--- config.mk ---
export PLATFORM = sky130hd
export DESIGN_NAME = bt_status_tx
export DESIGN_NICKNAME = d
export VERILOG_FILES = /design/src/rtl/bt_status_tx.sv
export SDC_FILE = /design/constraint.sdc
export NUM_CORES = 1
export LEC_CHECK = 0
export CAP_MARGIN = 20
export CORE_UTILIZATION = 55
export DETAILED_ROUTE_END_ITERATION = 16
export DONT_BUFFER_PORTS = 1
export PLACE_DENSITY = 0.78
export SYNTH_ARGS = -nofsm -noshare
export SYNTH_HDL_FRONTEND = slang
export SYNTH_SLANG_ARGS = --single-unit
--- constraint.sdc ---
create_clock -name clk -period 3.85 [get_ports clk]
set_input_delay 0.77 -clock clk [delete_from_list [all_inputs] [get_ports clk]]
set_output_delay 0.77 -clock clk [all_outputs]
set_load 0.02 [all_outputs]
--- src/rtl/bt_status_tx.sv ---
// rtl/bt_status_tx.sv - status frame transmitter for the Bluetooth UART return path
module bt_status_tx #(
  parameter int CLK_FREQ = 100_000_000,
  parameter int BAUD     = 9600
) (
  input  logic       clk,
  input  logic       rst_n,
  input  logic [2:0] i_song_select,
  input  logic       i_pause,
  input  logic [3:0] i_vol_level,
  input  logic       i_req,
  output logic       o_tx,
  output logic       o_busy
);

  localparam int CLKS_PER_BIT = CLK_FREQ / BAUD;
  localparam int BAUD_W = (CLKS_PER_BIT > 1) ? $clog2(CLKS_PER_BIT) : 1;
  localparam logic [BAUD_W-1:0] BAUD_LAST = BAUD_W'(CLKS_PER_BIT - 1);
  localparam logic [BAUD_W-1:0] BAUD_ONE  = BAUD_W'(1);

  typedef enum logic [1:0] {IDLE, START, DATA, STOP} state_t;

  state_t            state;
  logic [BAUD_W-1:0] baud_cnt;
  logic [2:0]        bit_idx;
  logic [1:0]        byte_idx;
  logic [3:0]        evt;
  logic [7:0]        status;
  logic [3:0]        pend;
  logic [2:0]        last_song;
  logic              last_pause;
  logic [3:0]        last_vol;

  logic [3:0] cond;
  logic       launch;
  logic       baud_done;
  logic [7:0] cur_byte;

  assign cond      = {i_req, i_vol_level != last_vol, i_pause != last_pause, i_song_select != last_song};
  assign launch    = (state == IDLE) && (pend != 4'd0);
  assign baud_done = (baud_cnt == BAUD_LAST);

  // Select the byte currently being shifted out: header, event mask, status, checksum
  always_comb begin
    cur_byte = 8'hA5;
    case (byte_idx)
      2'd0:    cur_byte = 8'hA5;
      2'd1:    cur_byte = {4'h0, evt};
      2'd2:    cur_byte = status;
      default: cur_byte = {4'h0, evt} ^ status;
    endcase
  end

  // Sticky change flags; on launch the snapshot catches up, so only a same-edge request survives
  always_ff @(posedge clk or negedge rst_n) begin
    if (!rst_n) begin
      pend <= 4'd0;
    end else if (launch) begin
      pend <= {i_req, 3'b000};
    end else begin
      pend <= pend | cond;
    end
  end

  // Frame sequencer: 4 back-to-back 8N1 bytes, snapshot taken at launch
  always_ff @(posedge clk or negedge rst_n) begin
    if (!rst_n) begin
      state      <= IDLE;
      baud_cnt   <= '0;
      bit_idx    <= 3'd0;
      byte_idx   <= 2'd0;
      evt        <= 4'd0;
      status     <= 8'd0;
      last_song  <= 3'd0;
      last_pause <= 1'b1;
      last_vol   <= 4'd0;
      o_tx       <= 1'b1;
      o_busy     <= 1'b0;
    end else begin
      case (state)
        IDLE: begin
          baud_cnt <= '0;
          if (pend != 4'd0) begin
            evt        <= pend;
            status     <= {i_pause, i_song_select, i_vol_level};
            last_song  <= i_song_select;
            last_pause <= i_pause;
            last_vol   <= i_vol_level;
            byte_idx   <= 2'd0;
            o_tx       <= 1'b0;
            o_busy     <= 1'b1;
            state      <= START;
          end
        end
        START: begin
          if (baud_done) begin
            baud_cnt <= '0;
            bit_idx  <= 3'd0;
            o_tx     <= cur_byte[0];
            state    <= DATA;
          end else begin
            baud_cnt <= baud_cnt + BAUD_ONE;
          end
        end
        DATA: begin
          if (baud_done) begin
            baud_cnt <= '0;
            if (bit_idx == 3'd7) begin
              o_tx  <= 1'b1;
              state <= STOP;
            end else begin
              bit_idx <= bit_idx + 3'd1;
              o_tx    <= cur_byte[bit_idx + 3'd1];
            end
          end else begin
            baud_cnt <= baud_cnt + BAUD_ONE;
          end
        end
        default: begin
          if (baud_done) begin
            baud_cnt <= '0;
            if (byte_idx != 2'd3) begin
              byte_idx <= byte_idx + 2'd1;
              o_tx     <= 1'b0;
              state    <= START;
            end else begin
              o_busy <= 1'b0;
              state  <= IDLE;
            end
          end else begin
            baud_cnt <= baud_cnt + BAUD_ONE;
          end
        end
      endcase
    end
  end

endmodule

==> impl_results.md <==
* WP data required at 4.02 ns
* CP arrival at 2.66 ns
* Slew HR at 49.0%
* GRT met2 Usage at between 30% and 40%
* Busiest grt layer: met2
* Total global-route track usage at 21.6%
* Tmin final at approximately 2.5 ns
* Fin area at 2330 um^2
* Worst clock skew at roughly 0.0065 ns
* Number of buffers created by CTS at 5
* Part of the Yosys area used for sequential elements at roughly 45%
* Post-CTS setup repair buffer count at 0
* Die area at 4280 um^2
* Initial antenna violation count at 0
* Cell Area, Placed at about 2200 um^2
* Status: finished clean
* First-pass GRT wire length at slightly above 7 mm
* Max VDD drop at ~0.4 mV
* Final nets at 233
* Setup TNS at 0 ns
* Routed Antenna Nets at 0
* WL final at ~3.9 mm
* Chip Width at 65.5 um
* Yosys warns at 0
* Post-synthesis cell count at 213
* Reg-to-reg startpoint: state[0]$_DFFE_PN0P_
* Fin crit share at between 60% and 70%
* Vias in the first global route at between 1500 and 2000
* Port Buf Inserts at 0
* Area Growth Syn to Fin at 5.42%
* Power Density at approximately 590 nW/um^2
* Syn Area/Cell at slightly above 10 um^2
* Clk buf depth at 2
* GPL Wtd Cong at 0.805
* CTS clk-pin slew, worst paths at roughly 0.080 ns
* Number of H-tree levels at 2
* Setup crit start kind: register
* # clock sinks at 40
* Largest net degree at the start of global routing at 41
* CP Max Fanout at 18
* Fmax at 401 MHz
* CTS Hold Buffers Added at 0
* Post-Syn Area at between 2000 and 2500 um^2
* Die height at 65.5 um
* Met1 Use GR at roughly a third
* Final setup viols at 0
* Starting Density at 58.7%
* Max cap viols at 0
* Standard-cell rows at 22
* Pre-antenna DRT Iters at 4
* Crit. End Element: register
* Final HPWL DP at between 2 and 3 mm
* Total number of vias at between 1500 and 2000
* RSZ-0062 raised after global routing: no
* DRC Markers at 0
* CTS resizes at 0
* Global route overflow at 0
* Iter 0 DRT Violations at 54
* Register bit total from synthesis at 40
* Layout cell share with drive strength beyond 1 at 8.96%
* CTS root buffer: clkbuf_8
* Core area at 3770 um^2
* Crit. Startpoint: state[0]$_DFFE_PN0P_
* Syn_nets at approximately 240
* CTS tree: built
* Met3 usage at 4.34%
* Final hold viol count at 0
* Via/cell ratio at 5.80
* I/O pin cnt at 13
* R2R depth at 6
* Clk_lat worst skew at 0.28 ns
* Slew at the pin with the worst max-slew slack at 0.766 ns
* ANT cells at 0
* Worst Hold Class: in -> async
* Final Max Slew Viols at 0
* Leakage at 1.03 nW
* Distinct cells, synth at between 40 and 50
* Critical path class: reg -> reg
* DR WL/cell at approximately 15 um
## metal layers
metal / part of all wire, % / vias up
met2: 43 / 25
li1: - / 744
met4: 0.49 / 0
met1: 52 / 736
met5: 0 / -
met3: 3.6 / 2
## sequential cells by signal, indices dropped and copies added, names as in the netlist
signal      cells
bit_idx         3
o_busy          1
state           2
pend            4
o_tx            1
baud_cnt       14
byte_idx        2
evt             4
status          8
last_pause      1
## cell type report
cell class / instances / area [um^2]
Sequential cell: 40 / 1000
Clock inverter: 2 / 15.0
Tap cell: 48 / 60.1
Inverter: 8 / 30.0
Clock buffer: 6 / 82.6
Fill cell: 295 / 1440
Multi-Input combinational cell: 156 / 1140
## where the power goes
part           switching [W]  internal, W  total [W]
clock               0.000149     0.000145   0.000295
combinational       0.000217     0.000205   0.000422
sequential          0.000107     0.000547   0.000654
total               0.000473     0.000898    0.00137
## cell usage in the layout, fill, tap and decap left out, drive strengths merged, types with 4 or more instances in the layout
cell type | Yosys | routed
nor3 | 4 | 4
o21ai | 13 | 13
a22o | 8 | 8
a21oi | 8 | 8
mux2 | 12 | 12
inv | 8 | 8
clkbuf | 6 | 6
xor2 | 10 | 10
nand3 | 8 | 8
xnor2 | 9 | 9
dfrtp | 38 | 38
nand2 | 14 | 14
and3 | 6 | 6
nor2 | 17 | 17
ha | 11 | 11
mux2i | 5 | 5
nor2b | 7 | 7
## Yosys cell counts, drive strengths merged
cell type	count	area share, %
buf	3	0.68
a211oi	1	0.34
o211ai	1	0.34
a21o	1	0.34
o21a	2	0.68
nor4b	1	1.1
ha	11	6.2
nor4	1	0.28
and2	1	0.28
a41o	1	0.45
o21ai	13	2.9
nor2b	7	2.0
or3	1	0.28
dfstp	2	2.4
clkbuf	6	1.0
nand4	2	1.2
a22o	8	3.2
a21oi	8	1.8
a221o	1	0.45
and3	6	1.7
o31ai	1	0.34
dfrtp	38	43
mux2i	5	2.3
mux2	12	6.1
o221ai	1	0.40
xnor2	9	3.6
o31a	2	0.79
nand3	8	1.8
nand2	14	2.4
and4bb	1	0.56
nand2b	2	0.56
nor2	17	2.9
o2bb2ai	2	0.79
o41a	1	0.51
a31oi	1	0.28
xor2	10	4.0
nor3	4	0.90
inv	8	1.4
## worst max-delay path, cell delays in order, from the launching register on
cell and delay [ns]:
dfrtp_1 0.42, inv_1 0.09, ha_1 0.42, nand2b_1 0.52
o21a_1 0.29, a221o_1 0.31, mux2_1 0.32
## worst paths after layout
path                                         endpoint  slack, ns
min in group clk                baud_cnt[0]$_DFF_PN0_       0.45
worst min-delay path            status[3]$_DFFE_PN0P_       0.17
max in group asynchronous            o_tx$_DFFE_PN1P_       3.49
worst max-delay path             state[1]$_DFFE_PN0P_       1.36
worst min register to register  baud_cnt[0]$_DFF_PN0_       0.45
worst max register to register   state[1]$_DFFE_PN0P_       1.36
## metrics by stage
| stage | utilization (%) | hold slack [ns] | setup WS, ns | cells | power (W) |
|---|---|---|---|---|---|
| after floorplan | - | 0.425 | 1.98 | 213 | 0.000995 |
| after global routing | 61.9 | 0.150 | 1.17 | 260 | 0.00147 |
| after global placement | 59.3 | 0.441 | 1.43 | 252 | 0.00107 |
| after detailed placement | 59.3 | 0.442 | 1.39 | 252 | 0.00108 |
| after CTS | 61.9 | 0.166 | 1.36 | 260 | 0.00138 |
| final | 61.9 | 0.175 | 1.36 | 260 | 0.00137 |
## cells by family after synthesis
logic type               count (synthesis)  share of synthesized area, %
AND/OR/NAND/NOR                         65                          15.9
flip-flops                              40                          45.3
AO/OA/AOI/OAI                           44                          13.6
multiplexers                            17                          8.36
buffers and inverters                   17                          3.05
adder cells (fa/ha/maj)                 11                          6.21
XOR/XNOR                                19                          7.51
No activity file was read; power rests on OpenSTA's default activity.
